## src/rtl/debounce_pkg.sv

```systemverilog
// Shared constants and width helper for the debouncer family.
package debounce_pkg;

    localparam int DEFAULT_DEBOUNCE_COUNT = 16;
    localparam int DEFAULT_SYNC_STAGES    = 2;

    // Bits needed to hold 0..max_val; never below 1 so degenerate counts stay legal.
    function automatic int cnt_width(input int max_val);
        return (max_val < 1) ? 1 : $clog2(max_val + 1);
    endfunction

endpackage

```

## src/rtl/debounce_channel.sv

```systemverilog
// One debounced channel: synchroniser, stability counter, edge pulses, optional hold detect.
module debounce_channel
    import debounce_pkg::*;
#(
    parameter int   DEBOUNCE_COUNT = DEFAULT_DEBOUNCE_COUNT,
    parameter int   SYNC_STAGES    = DEFAULT_SYNC_STAGES,
    parameter logic RST_VAL        = 1'b0,
    parameter int   HOLD_COUNT     = 0
) (
    input  logic clk_i,
    input  logic rst_ni,
    input  logic in_i,
    output logic out_o,
    output logic rise_o,
    output logic fall_o,
    output logic hold_o
);

    localparam int              CW       = cnt_width(DEBOUNCE_COUNT);
    localparam logic [CW-1:0]   CNT_LAST = CW'(DEBOUNCE_COUNT - 1);

    logic [SYNC_STAGES-1:0] sync_q, sync_d;
    logic [CW-1:0]          cnt_q, cnt_d;
    logic                   out_q, out_d;
    logic                   rise_q, rise_d;
    logic                   fall_q, fall_d;
    logic                   s;

    assign s = sync_q[SYNC_STAGES-1];

    always_comb begin
        sync_d = {sync_q[SYNC_STAGES-2:0], in_i};
        cnt_d  = '0;
        out_d  = out_q;
        rise_d = 1'b0;
        fall_d = 1'b0;
        // Any cycle where the synchronised input agrees with the output restarts the count.
        if (s != out_q) begin
            if (cnt_q == CNT_LAST) begin
                out_d  = s;
                rise_d = s;
                fall_d = ~s;
            end else begin
                cnt_d = cnt_q + 1'b1;
            end
        end
    end

    always_ff @(posedge clk_i or negedge rst_ni) begin
        if (!rst_ni) begin
            sync_q <= {SYNC_STAGES{RST_VAL}};
            cnt_q  <= '0;
            out_q  <= RST_VAL;
            rise_q <= 1'b0;
            fall_q <= 1'b0;
        end else begin
            sync_q <= sync_d;
            cnt_q  <= cnt_d;
            out_q  <= out_d;
            rise_q <= rise_d;
            fall_q <= fall_d;
        end
    end

    assign out_o  = out_q;
    assign rise_o = rise_q;
    assign fall_o = fall_q;

    if (HOLD_COUNT > 0) begin : g_hold
        localparam int            HW        = cnt_width(HOLD_COUNT);
        localparam logic [HW-1:0] HOLD_MAX  = HW'(HOLD_COUNT);
        localparam logic [HW-1:0] HOLD_LAST = HW'(HOLD_COUNT - 1);

        logic [HW-1:0] hcnt_q, hcnt_d;
        logic          hold_q, hold_d;

        // hcnt saturates at HOLD_MAX so only one pulse fires per press.
        always_comb begin
            hcnt_d = '0;
            hold_d = 1'b0;
            if (out_q) begin
                hcnt_d = (hcnt_q == HOLD_MAX) ? hcnt_q : hcnt_q + 1'b1;
                hold_d = (hcnt_q == HOLD_LAST);
            end
        end

        always_ff @(posedge clk_i or negedge rst_ni) begin
            if (!rst_ni) begin
                hcnt_q <= '0;
                hold_q <= 1'b0;
            end else begin
                hcnt_q <= hcnt_d;
                hold_q <= hold_d;
            end
        end

        assign hold_o = hold_q;
    end else begin : g_no_hold
        assign hold_o = 1'b0;
    end

endmodule

```

## src/rtl/multi_debouncer.sv

```systemverilog
// NUM_CH independent debounce channels with per-channel edge/hold pulses and a global change flag.
module multi_debouncer
    import debounce_pkg::*;
#(
    parameter int   NUM_CH         = 4,
    parameter int   DEBOUNCE_COUNT = DEFAULT_DEBOUNCE_COUNT,
    parameter int   SYNC_STAGES    = DEFAULT_SYNC_STAGES,
    parameter logic RST_VAL        = 1'b0,
    parameter int   HOLD_COUNT     = 0
) (
    input  logic              sys_clk,
    input  logic              rst,
    input  logic [NUM_CH-1:0] in_sig,
    output logic [NUM_CH-1:0] out_sig,
    output logic [NUM_CH-1:0] rise_pulse,
    output logic [NUM_CH-1:0] fall_pulse,
    output logic [NUM_CH-1:0] hold_pulse,
    output logic              any_change
);

    if (NUM_CH < 1) begin : g_bad_num_ch
        $error("multi_debouncer: NUM_CH must be >= 1");
    end
    if (DEBOUNCE_COUNT < 1) begin : g_bad_debounce
        $error("multi_debouncer: DEBOUNCE_COUNT must be >= 1");
    end
    if (SYNC_STAGES < 2) begin : g_bad_sync
        $error("multi_debouncer: SYNC_STAGES must be >= 2");
    end

    for (genvar i = 0; i < NUM_CH; i++) begin : g_ch
        debounce_channel #(
            .DEBOUNCE_COUNT(DEBOUNCE_COUNT),
            .SYNC_STAGES   (SYNC_STAGES),
            .RST_VAL       (RST_VAL),
            .HOLD_COUNT    (HOLD_COUNT)
        ) u_ch (
            .clk_i (sys_clk),
            .rst_ni(rst),
            .in_i  (in_sig[i]),
            .out_o (out_sig[i]),
            .rise_o(rise_pulse[i]),
            .fall_o(fall_pulse[i]),
            .hold_o(hold_pulse[i])
        );
    end

    assign any_change = |(rise_pulse | fall_pulse);

endmodule
```

## config.mk

```make
export PLATFORM = sky130hd
export DESIGN_NAME = multi_debouncer
export DESIGN_NICKNAME = d
export VERILOG_FILES = /design/src/rtl/debounce_pkg.sv /design/src/rtl/debounce_channel.sv /design/src/rtl/multi_debouncer.sv
export SDC_FILE = /design/constraint.sdc
export NUM_CORES = 1
export LEC_CHECK = 0
export CELL_PAD_IN_SITES_DETAIL_PLACEMENT = 1
export CELL_PAD_IN_SITES_GLOBAL_PLACEMENT = 1
export CORE_ASPECT_RATIO = 0.6
export CORE_MARGIN = 2
export CORE_UTILIZATION = 40
export DETAILED_ROUTE_END_ITERATION = 10
export GPL_TIMING_DRIVEN = 0
export PLACE_DENSITY_LB_ADDON = 0.1
export SLEW_MARGIN = 30
export SYNTH_ARGS = -nofsm -noshare
export SYNTH_HDL_FRONTEND = slang
export SYNTH_SLANG_ARGS = --single-unit
```

## constraint.sdc

```tcl
create_clock -name sys_clk -period 3.8 [get_ports sys_clk]
set_clock_uncertainty 0.1 [all_clocks]
set_input_delay 0.95 -clock sys_clk [delete_from_list [all_inputs] [get_ports sys_clk]]
set_output_delay 0.95 -clock sys_clk [all_outputs]
set_load 0.02 [all_outputs]
```

==> results_dict.tcl <==
set metrics [dict create \
    globalplace.congestion 0.737 \
    p_leak_nw 1.11 \
    rsz0062_at_grt "false" \
    clock-root-buffer "clkbuf_8" \
    synth_common_cells "dfrtp_1 (40), buf_4 (16), xor2_1 (12)" \
    syn-cell-area_um2 1650 \
    rows 18 \
    hold_depth 0 \
    final-hold-violation-count 0 \
    grt-ovfl-total 0 \
    fin_tns_setup_ps 0 \
    p_int_mw 0.586 \
    critPathMaxFanout 2 \
    worst_hold_slack_ps 257 \
    peakVddDrop_mv 0.183 \
    dieArea_um2 4670 \
    critPathKind "register to output port" \
    cts_inserted_buffers 5 \
    synth_top_area_share_pct 60.7 \
    hold_path_end "g_ch[1].u_ch.sync_q[1]$_DFF_PN0_" \
    diodes 0 \
    synth-seq-area-share_pct 60.7 \
    period_share_pct 70.1 \
    start_util_pct 40.9 \
    antenna_found_initial 0 \
    first_iter_violations 30 \
    port-buffer-count 18 \
    crit_required_ps 2750 \
    synth_edf_count 0 \
    p_clk_share_pct 34.2 \
    pre_cts_ws_ps 1470 \
    crit_path_end_kind "output port" \
    outcome "completed" \
    start_kind "register" \
    clock_latency_ps 280 \
    grt_pass1_wl_um 4460 \
    num_vias 939 \
    pin_count 23 \
    arrival_ps 1610 \
    detail_route.vias_per_cell 4.63 \
    cts.sinks 40 \
    async_reset_ff_share_pct 100 \
    cts_buffer_depth 2 \
    final.setup.worst_slack_ps 1140 \
    cts_tree "yes" \
    cellPowerDensity_nw_per_um2 378 \
    timing.rr.start "g_ch[0].u_ch.cnt_q[0]$_DFF_PN0_" \
    die_w_um 86.9 \
    cap_violations 0 \
    layout_min_cycle_time_ps 2660 \
    hp-start "g_ch[1].u_ch.sync_q[0]$_DFF_PN0_" \
    hold_path.class "register to register" \
    track_usage_pct 13.1 \
    hold_buffers 0 \
    final-max-slew-violation-count 0 \
    timing.rr.end "g_ch[0].u_ch.out_o$_DFFE_PN0P_" \
    setup_viol 0 \
    fmax_ghz 0.375 \
    p_switching_mw 0.172 \
    core_um2 4030 \
    r2r_setup_slack_ps 2470 \
    avgSynthCellArea_um2 13.3 \
    pwr-share-comb_pct 6.0 \
    rr_worst_depth 3 \
    die_h_um 53.8 \
    wl_um 2750 \
    yosys_warnings 0 \
    first_global_vias 944 \
    htreeDepth 2 \
    dpl.hpwl_um 2040 \
    drive_above_1_share_pct 21.6 \
    final_nets 163 \
    ys_seq_elements 40 \
    synth-main-ff-cell "dfrtp_1" \
    firstDrtPassIters 4 \
    postCtsSetupRepairBufs 0 \
    yosysMostFrequentCell "dfrtp_1" \
    cts_resized 0 \
    area_growth_pct 21.5 \
    yosys.area.top_type "dfrtp_1" \
    syn_inst 124 \
    synth.distinct_cells 17 \
    power_mw 0.758 \
    power_frac_seq_pct 59.8 \
    clk_pin_slew_ps 70 \
    p_sw_share_pct 22.7 \
    drtAntennaViolNets 0 \
    wl_per_cell_um 13.6 \
    synthTopCellsByArea "dfrtp_1 (61%), buf_4 (7.3%), xor2_1 (6.4%)" \
    drc_errors 0 \
    grt_max_degree 23 \
]
## sequential cells by signal, indices dropped and copies added (netlist names)
name,count
g_ch.u_ch.cnt_q,20
g_ch.u_ch.rise_o,4
g_ch.u_ch.sync_q,8
g_ch.u_ch.fall_o,4
g_ch.u_ch.out_o,4
## power groups by stage
| stage | combinational (mW) | clock, mW | sequential [mW] |
|---|---|---|---|
| after floorplan | 0.0254 | 0 | 0.458 |
| after global placement | 0.0416 | 0 | 0.460 |
| after detailed placement | 0.0468 | 0 | 0.461 |
| after CTS | 0.0474 | 0.270 | 0.453 |
| after global routing | 0.0519 | 0.292 | 0.455 |
| final | 0.0457 | 0.259 | 0.453 |
## cell usage in the layout (no fill, tap or decap)
cell type        count
a31oi_1              4
and2_1               6
and3_1               1
and3_2               1
buf_16               1
buf_2                1
buf_4               16
clkbuf_1             1
clkbuf_8             5
clkdlybuf4s50_1     17
clkinv_2             1
conb_1               4
dfrtp_1             40
ha_1                 4
mux2_4               4
nand2_1              9
nand3_1              4
nand4b_2             2
nand4b_4             2
nor2_1               8
nor3b_1              8
nor4_1               2
xor2_1              12
## stage by stage
step | util [%] | instance area (µm²) | cells
4_1_cts | 49.7 | 2000 | 203
3_3_place_gp | 47.2 | 1900 | 195
2_1_floorplan | - | 1660 | 127
5_1_grt | 49.7 | 2000 | 203
3_5_place_dp | 47.8 | 1930 | 196
6_report | 49.7 | 2000 | 203
## critical path, cell delays in order (launching register included)
cell	delay, ps
dfrtp_1	380
nor4_1	310
nand2_1	90
clkdlybuf4s50_1	550
## logic make-up after synthesis
family	after synthesis	synth area share (%)
other cells	1	0.227
compound gates	4	1.52
mux	4	3.64
fa+ha+maj	4	3.03
buf+inv	16	7.28
xor+xnor	12	6.37
flops	40	60.7
simple gates	43	17.3
## how the worst max path moves through the flow
stage	startpoint	endpoint	slack [ps]	cells past startpoint
final	g_ch[0].u_ch.fall_o$_DFF_PN0_	any_change	1140	3
after detailed placement	g_ch[2].u_ch.fall_o$_DFF_PN0_	any_change	1470	3
after CTS	g_ch[2].u_ch.fall_o$_DFF_PN0_	any_change	1150	3
after global placement	rst	g_ch[0].u_ch.cnt_q[2]$_DFF_PN0_	710	1
after global routing	g_ch[0].u_ch.fall_o$_DFF_PN0_	any_change	1040	3
after floorplan	g_ch[0].u_ch.fall_o$_DFF_PN0_	any_change	1970	2
## metal layers
layer | GRT usage [%] | vias to the layer above | share of wire, %
li1 | - | 451 | -
met1 | 18.6 | 462 | 54
met2 | 18.6 | 22 | 40
met3 | 4.75 | 4 | 5.2
met4 | 4.69 | 0 | 0.84
met5 | 0 | - | 0
## area by class of cell
class,instances,area (µm²)
Timing Repair Buffer,19,203
Clock inverter,1,5.00
Sequential cell,40,1000
Clock buffer,6,72.6
Fill cell,408,2030
Multi-Input combinational cell,71,541
Buffer,16,120
Tap cell,50,62.6
Note: power is estimated with default switching activity, not from simulation.
